### src/rtl/traffic_pkg.sv
// Shared types, lamp encodings and phase-sequencing helpers for the
// two-road traffic light controller.
package traffic_pkg;

    // Light phases; NIGHT is the flashing-yellow maintenance mode.
    typedef enum logic [2:0] {
        NS_GREEN  = 3'd0,
        NS_YELLOW = 3'd1,
        ALL_RED_1 = 3'd2,
        EW_GREEN  = 3'd3,
        EW_YELLOW = 3'd4,
        ALL_RED_2 = 3'd5,
        NIGHT     = 3'd6
    } state_t;

    // Lamp vectors are {red, yellow, green}.
    localparam logic [2:0] LAMP_RED = 3'b100;
    localparam logic [2:0] LAMP_YEL = 3'b010;
    localparam logic [2:0] LAMP_GRN = 3'b001;
    localparam logic [2:0] LAMP_OFF = 3'b000;

    // Default phase durations in seconds.
    localparam int DEF_GREEN_S  = 25;
    localparam int DEF_YELLOW_S = 3;
    localparam int DEF_ALLRED_S = 2;
    localparam int DEF_CNT_W    = 7;

    // Successor in the normal day cycle; NIGHT always leaves via all-red.
    function automatic state_t next_phase(input state_t s);
        state_t n;
        n = ALL_RED_2;
        case (s)
            NS_GREEN:  n = NS_YELLOW;
            NS_YELLOW: n = ALL_RED_1;
            ALL_RED_1: n = EW_GREEN;
            EW_GREEN:  n = EW_YELLOW;
            EW_YELLOW: n = ALL_RED_2;
            ALL_RED_2: n = NS_GREEN;
            default:   n = ALL_RED_2;
        endcase
        return n;
    endfunction

    // North-south lamp pattern for a given phase and flash phase.
    function automatic logic [2:0] ns_lamp(input state_t s, input logic flash);
        logic [2:0] l;
        l = LAMP_RED;
        case (s)
            NS_GREEN:  l = LAMP_GRN;
            NS_YELLOW: l = LAMP_YEL;
            NIGHT:     l = flash ? LAMP_YEL : LAMP_OFF;
            default:   l = LAMP_RED;
        endcase
        return l;
    endfunction

    // East-west lamp pattern for a given phase and flash phase.
    function automatic logic [2:0] ew_lamp(input state_t s, input logic flash);
        logic [2:0] l;
        l = LAMP_RED;
        case (s)
            EW_GREEN:  l = LAMP_GRN;
            EW_YELLOW: l = LAMP_YEL;
            NIGHT:     l = flash ? LAMP_YEL : LAMP_OFF;
            default:   l = LAMP_RED;
        endcase
        return l;
    endfunction

endpackage

### src/rtl/traffic_light_ctrl_tick_edge_det.sv
// Rising-edge detector for a slow level signal already in the clk domain.
// Reset loads both history flops with the live input so that a level that
// is already high at reset release never produces a pulse.
module tick_edge_det (
    input  logic clk,
    input  logic rst,
    input  logic level,
    output logic pulse
);

    logic s1;
    logic s_prev;

    // Two-deep history of the input level.
    always_ff @(posedge clk) begin
        if (rst) begin
            s1     <= level;
            s_prev <= level;
        end else begin
            s1     <= level;
            s_prev <= s1;
        end
    end

    assign pulse = s1 & ~s_prev;

endmodule

### src/rtl/traffic_light_ctrl.sv
// Two-road traffic light sequencer driven by a 1 Hz square wave.
// The seconds tick is registered into tick_1s; the phase machine acts on
// that registered tick, so lamps change one cycle after tick_1s asserts.
module traffic_light_ctrl
    import traffic_pkg::*;
#(
    parameter int GREEN_S  = DEF_GREEN_S,
    parameter int YELLOW_S = DEF_YELLOW_S,
    parameter int ALLRED_S = DEF_ALLRED_S,
    parameter int CNT_W    = DEF_CNT_W
) (
    input  logic             clk,
    input  logic             rst,
    input  logic             clk_1Hz,
    input  logic             night_mode,
    output logic [2:0]       ns_light,
    output logic [2:0]       ew_light,
    output logic [CNT_W-1:0] sec_left,
    output logic             tick_1s
);

    // Every duration must be loadable into the countdown and be non-zero,
    // otherwise the "counter is never 0 outside NIGHT" property breaks.
    if (GREEN_S < 1 || GREEN_S >= (1 << CNT_W)) begin : g_bad_green
        $error("traffic_light_ctrl: GREEN_S out of range for CNT_W");
    end
    if (YELLOW_S < 1 || YELLOW_S >= (1 << CNT_W)) begin : g_bad_yellow
        $error("traffic_light_ctrl: YELLOW_S out of range for CNT_W");
    end
    if (ALLRED_S < 1 || ALLRED_S >= (1 << CNT_W)) begin : g_bad_allred
        $error("traffic_light_ctrl: ALLRED_S out of range for CNT_W");
    end

    localparam logic [CNT_W-1:0] GREEN_LD  = CNT_W'(GREEN_S);
    localparam logic [CNT_W-1:0] YELLOW_LD = CNT_W'(YELLOW_S);
    localparam logic [CNT_W-1:0] ALLRED_LD = CNT_W'(ALLRED_S);

    logic             tick;
    logic             night_meta;
    logic             night_s;
    state_t           state;
    logic [CNT_W-1:0] counter;
    logic             flash;

    // Duration loaded when a phase is entered.
    function automatic logic [CNT_W-1:0] phase_len(input state_t s);
        logic [CNT_W-1:0] d;
        d = ALLRED_LD;
        case (s)
            NS_GREEN, EW_GREEN:   d = GREEN_LD;
            NS_YELLOW, EW_YELLOW: d = YELLOW_LD;
            default:              d = ALLRED_LD;
        endcase
        return d;
    endfunction

    tick_edge_det u_tick_edge_det (
        .clk   (clk),
        .rst   (rst),
        .level (clk_1Hz),
        .pulse (tick)
    );

    // Register the edge pulse so the strobe is glitch-free and one cycle wide.
    always_ff @(posedge clk) begin
        if (rst) begin
            tick_1s <= 1'b0;
        end else begin
            tick_1s <= tick;
        end
    end

    // Two-flop synchronizer for the asynchronous night switch.
    always_ff @(posedge clk) begin
        if (rst) begin
            night_meta <= 1'b0;
            night_s    <= 1'b0;
        end else begin
            night_meta <= night_mode;
            night_s    <= night_meta;
        end
    end

    // Phase machine: advances only on tick_1s, lamps registered alongside.
    always_ff @(posedge clk) begin
        if (rst) begin
            state    <= ALL_RED_2;
            counter  <= ALLRED_LD;
            flash    <= 1'b1;
            ns_light <= LAMP_RED;
            ew_light <= LAMP_RED;
        end else if (tick_1s) begin
            if (state != NIGHT) begin
                if (night_s) begin
                    // Night request wins over any countdown in progress.
                    state    <= NIGHT;
                    counter  <= '0;
                    flash    <= 1'b1;
                    ns_light <= ns_lamp(NIGHT, 1'b1);
                    ew_light <= ew_lamp(NIGHT, 1'b1);
                end else if (counter == CNT_W'(1)) begin
                    state    <= next_phase(state);
                    counter  <= phase_len(next_phase(state));
                    ns_light <= ns_lamp(next_phase(state), flash);
                    ew_light <= ew_lamp(next_phase(state), flash);
                end else begin
                    counter  <= counter - CNT_W'(1);
                end
            end else begin
                if (!night_s) begin
                    // Leaving night always clears the junction first.
                    state    <= ALL_RED_2;
                    counter  <= ALLRED_LD;
                    ns_light <= LAMP_RED;
                    ew_light <= LAMP_RED;
                end else begin
                    flash    <= ~flash;
                    ns_light <= ns_lamp(NIGHT, ~flash);
                    ew_light <= ew_lamp(NIGHT, ~flash);
                end
            end
        end
    end

    // The countdown register is already zero in NIGHT.
    assign sec_left = counter;

endmodule

### config.mk
export PLATFORM = sky130hd
export DESIGN_NAME = traffic_light_ctrl
export DESIGN_NICKNAME = d
export VERILOG_FILES = /design/src/rtl/traffic_pkg.sv /design/src/rtl/traffic_light_ctrl_tick_edge_det.sv /design/src/rtl/traffic_light_ctrl.sv
export SDC_FILE = /design/constraint.sdc
export NUM_CORES = 1
export LEC_CHECK = 0
export BUFFER_PORTS_ARGS = -buffer_cell sky130_fd_sc_hd__buf_4
export CAP_MARGIN = 25
export CELL_PAD_IN_SITES_DETAIL_PLACEMENT = 0
export CELL_PAD_IN_SITES_GLOBAL_PLACEMENT = 1
export CORE_UTILIZATION = 42
export CTS_CLUSTER_DIAMETER = 30
export DETAILED_ROUTE_END_ITERATION = 12
export PLACE_DENSITY_LB_ADDON = 0.1
export SLEW_MARGIN = 40
export SYNTH_ARGS = -nofsm -noshare
export SYNTH_HDL_FRONTEND = slang
export SYNTH_SLANG_ARGS = --single-unit
### constraint.sdc
create_clock -name clk -period 2.04 [get_ports clk]
set_clock_uncertainty 0.1 [all_clocks]
set_input_delay 0.408 -clock clk [delete_from_list [all_inputs] [get_ports clk]]
set_output_delay 0.408 -clock clk [all_outputs]
set_load 0.02 [all_outputs]
After elaboration in Yosys (flattened, before gate mapping) --
Cells that the tools add are included.
Cells by class: eq/ne operators 12, bitwise gates (word level) 3, add/sub/neg operators 1, reductions and logical operators 8, multiplexer cells 29
Operators by type and width (count):
- $mux 3 | 15
- $mux 7 | 4
- $pmux 3 s3 | 2
- $pmux 3 s5 | 1
- $pmux 5 s2 | 1
- $eq 3x2->1 const B | 3
- $eq 3x3->1 const B | 3
- $eq 7x1->1 const B | 1
- $sub 7x1->7 const B | 1
- $eq 3x1->1 const B | 2
- $logic_not 3->1 | 2
- $reduce_and 2->1 | 3
- $mux 1 | 4
- $mux 2 | 2
- $reduce_or 2->1 | 2
- $ne 3x2->1 const B | 1
- $ne 3x3->1 const B | 1
- $reduce_and 3->1 | 1
- $ne 2x1->1 const B | 1
- $not 1->1 | 2
- $and 1x1->1 | 1
Word-level totals: input bits 4, word-level logic and storage cells 63, output and inout port bits 14, register bits after elaboration 22

Longest topological paths before layout --
depth in word-level cells 13, mapped depth 7, mapped depth without buffers 6

By module --
From an unflattened synthesis, not the netlist that was laid out.
Second synthesis, totals: cells, all modules 146, area total of the unflattened synthesis 1275.0 um2
Modules (own cells, without submodules):
- traffic_light_ctrl | cells each 142, seq. area each 400.4 um2, times used 1, area each 1213.7 um2
- tick_edge_det | cells each 4, seq. area each 40.0 um2, times used 1, area each 61.3 um2

Worst setup path before layout --
No wires, ideal clock.
kind reg-to-reg, start point register counter[0], in the netlist sec_left[0], end point register ew_light[2], cell stages (with the launch flop) 6, clock period less this slack 1.827 ns, setup slack 0.213 ns, library setup time 0.120 ns, data required time 1.820 ns, arrival time 1.608 ns, path buffers 0, cells stage by stage dfxtp_1 ha_1 or3b_1 o21ai_4 o21ai_4 a211o_1
On the way: word-level cells in the longest chain between the ends 3
RTL lines:
- start, declared | RTL line traffic_light_ctrl.sv:42 | logic [CNT_W-1:0] counter;
- start signal, assigned | RTL line traffic_light_ctrl.sv:103 | counter <= phase_len(next_phase(state));
- start signal, assigned | RTL line traffic_light_ctrl.sv:107 | counter <= counter - CNT_W'(1);
- $eq 7x1->1 | RTL line traffic_light_ctrl.sv:101 | end else if (counter == CNT_W'(1)) begin
- $ne 3x2->1 (no line)
- $reduce_and 2->1 (no line)
- end signal, assigned | RTL line traffic_light_ctrl.sv:100 | ew_light <= ew_lamp(NIGHT, 1'b1);
- end signal, assigned | RTL line traffic_light_ctrl.sv:105 | ew_light <= ew_lamp(next_phase(state), flash);
- end signal, assigned | RTL line traffic_light_ctrl.sv:119 | ew_light <= ew_lamp(NIGHT, ~flash);
- end, declared | RTL line traffic_light_ctrl.sv:17 | output logic [2:0] ew_light,
No other way between the ends. A chain may end at the register's enable or synchronous reset.

Worst setup path after layout --
Same ends and word-level chain as after synthesis.

==> flow_metrics.py <==
metrics = {
    "synth": {
        "synthArstFlopShare_pct": 0,
        "syn_nets": 148,
        "yosys-top-cells-area": "dfxtp_1 (35%), a21oi_1 (3.6%), nand2_1 (3.3%)",
        "synthesis.area_sq_um": 1250,
        "ys.flop_type": "dfxtp_1",
        "synth_seq_area_share_pct": 35.2,
        "avgSynthCellArea_sq_um": 8.80,
        "ys_ff_latch": 22,
        "yosys.area.top_type": "dfxtp_1",
        "synth_cell_type_count": 49,
        "ys_warn_count": 0,
        "synth_edf_count": 0,
        "syn_inst": 142,
        "synth_top_area_share_pct": 35.2,
    },
    "die": {
        "die_y_um": 56.6,
        "core_sq_um": 2780,
        "top_level_ports": 18,
        "dieArea_sq_um": 3200,
        "die_w_um": 56.6,
        "rows": 19,
        "start_util_pct": 44.9,
    },
    "setup_path": {
        "slowest_stage": "or3b_1",
        "cp_top_family": "compound AO/OA/AOI/OAI gates",
        "crit_path_max_incr_delay_ns": 0.43,
        "r2r_start": "sec_left[0]$_SDFFE_PP0P_",
        "cpMostUsedCell": "o21ai_4",
        "cp-startpoint": "sec_left[0]$_SDFFE_PP0P_",
        "crit_type": "register to register",
        "worst-path-buf-inv": 0,
        "path_max_fanout": 6,
        "crit_path_start_kind": "register",
        "worstSetupEndpointType": "register",
        "cp.required_ns": 2.16,
        "crit_chain": "ha_1, or3b_1, o21ai_4, o21ai_4, a211o_1",
        "arrival_ns": 1.93,
    },
    "power_and_ir_drop": {
        "p_leak_uw": 0.000530,
        "power_density_nw_per_um2": 533,
        "total_power_uw": 766,
        "ir_drop_mv": 0.414,
    },
    "clocking": {
        "cts_tree": "built",
        "clock-sinks": 22,
        "cts_max_path_buffers": 2,
        "root_buffer": "clkbuf_4",
        "clock_latency_ns": 0.31,
        "holdBufCountCts": 0,
        "cts.clk_slew.worst_paths_ns": 0.11,
        "cts_max_level": 1,
        "cts_setup_buffers": 0,
        "numCtsBuffers": 3,
        "ctsResizeCount": 0,
    },
    "detailed_routing": {
        "drtIter0Drc": 20,
        "route.detailed.drc": 0,
        "viasPerCell": 5.95,
        "antenna_left": 0,
        "wirelength_um": 2900,
        "route.vias.total": 1137,
        "drt-wirelength-per-cell_um": 15.2,
        "drtPass1Iterations": 4,
    },
    "cells_and_area": {
        "final_area_sq_um": 1440,
        "syn_to_final_growth_pct": 14.9,
        "nFillCells": 266,
        "final_cell_mix": "buf_4 (24), dfxtp_1 (22), nand2_1 (11), a21oi_1 (9), inv_1 (7)",
        "mostFrequentLayoutCell": "buf_4",
        "diodes": 0,
        "fin_nets": 168,
        "drive_above_1_share_pct": 22.5,
    },
    "min_path": {
        "min_path_type": "input port to register",
        "hold_start": "clk_1Hz",
    },
    "grt": {
        "met1_usage_pct": 26.1,
        "busiest_layer": "met2",
        "grt_pass1_wl_um": 5030,
        "grt_pass1_vias": 1070,
        "gr-total-overflow": 0,
        "track_usage_pct": 20.2,
        "grt_max_degree": 20,
        "antenna_found_initial": 0,
        "met2_usage_pct": 33.4,
        "grt_use_met3_pct": 2.76,
    },
    "timing": {
        "min_period_ns": 1.82,
        "setup-violations-final": 0,
        "tightestPinTransition_ns": 0.568,
        "finalHoldViolCount": 0,
        "grt_setup_unrepaired": "false",
        "fin_ws_ns": 0.222,
        "fin_tns_setup_ns": 0,
        "relSlewSlack_pct": 62.1,
        "slew_viol_final": 0,
        "fmax_mhz": 550,
        "post-route-period-util_pct": 89.1,
    },
    "placed_design": {
        "port_buffers": 17,
        "placed_cell_area_sq_um": 1410,
        "dpl_worst_slack_ns": 0.235,
        "place_congestion": 0.819,
        "dp_hpwl_um": 2110,
    },
    "outcome": {
        "outcome": "completed",
    },
    "run": {
        "drv_cap": 0,
    },
}
## worst reg2reg max path: stages (launching register included)
cell and delay (ns):
dfxtp_1 0.41, ha_1 0.17, or3b_1 0.43, o21ai_4 0.21
o21ai_4 0.11, a211o_1 0.30
## metrics by stage
stage,util [%],cells,hold WS [ns]
3_3_place_gp,50.8,188,0.275
6_report,51.6,191,0.0940
4_1_cts,51.6,191,0.0869
5_1_grt,51.6,191,0.0878
3_5_place_dp,50.8,188,0.296
2_1_floorplan,-,142,0.273
## state kept, by name, indices dropped and copies added (netlist names)
signal                  flops
flash                       1
ns_light                    3
ew_light                    3
u_tick_edge_det.s_prev      1
state                       3
u_tick_edge_det.s1          1
night_meta                  1
tick_1s                     1
sec_left                    7
night_s                     1
## path summary, 6_finish.rpt
path                                end  slack, ns  cells after the start
max            ew_light[2]$_SDFFE_PP1P_       0.22                      5
min          u_tick_edge_det.s1$_DFF_P_       0.09                      1
max reg2reg    ew_light[2]$_SDFFE_PP1P_       0.22                      5
min reg2reg          tick_1s$_SDFF_PP0_       0.30                      1
## cell usage after synthesis, types with 3 or more instances
master and n:
nand2_1 11, dfxtp_1 22, nor2_1 6, nor2b_1 4, o21ai_0 6, inv_1 7
nand2b_1 3, nor3_1 3, clkbuf_1 4, nand3_1 5, a211o_1 3, or4_1 3
or3_1 3, a21oi_1 9, a31oi_1 4, nand4b_1 3, mux2i_1 3
## layout make-up
cell class | instances | area [sq um] | share of cell area, %
Sequential cell | 22 | 440 | 30.7
Clock buffer | 3 | 22.5 | 1.57
Multi-Input combinational cell | 104 | 728 | 50.7
Tap cell | 31 | 38.8 | 2.70
Inverter | 7 | 26.3 | 1.83
Timing Repair Buffer | 24 | 180 | 12.5
## where the power goes
group / total, uW / internal (uW) / switching, uW
clock network: 199 / 69.3 / 130
registers: 462 / 443 / 19.6
logic: 105 / 46.2 / 58.4
total: 766 / 558 / 208
## per-layer routing
layer | vias up | part of all wire, %
met1 | 543 | 48
met4 | 0 | 1.7
met5 | - | 0
met3 | 5 | 2.3
met2 | 17 | 48
li1 | 572 | -
## cell families (layout without fill, tap and decap cells)
group           count (synthesis)  count (layout)  share of synthesized area, %
compound gates                 44              44                          26.7
xor+xnor                        2               2                          1.40
fa+ha+maj                       2               2                          2.00
buf+inv                        16              34                          6.51
flops                          22              22                          35.2
mux                             4               4                          3.30
simple gates                   52              52                          24.8
Note: power is estimated with default switching activity, not from simulation.
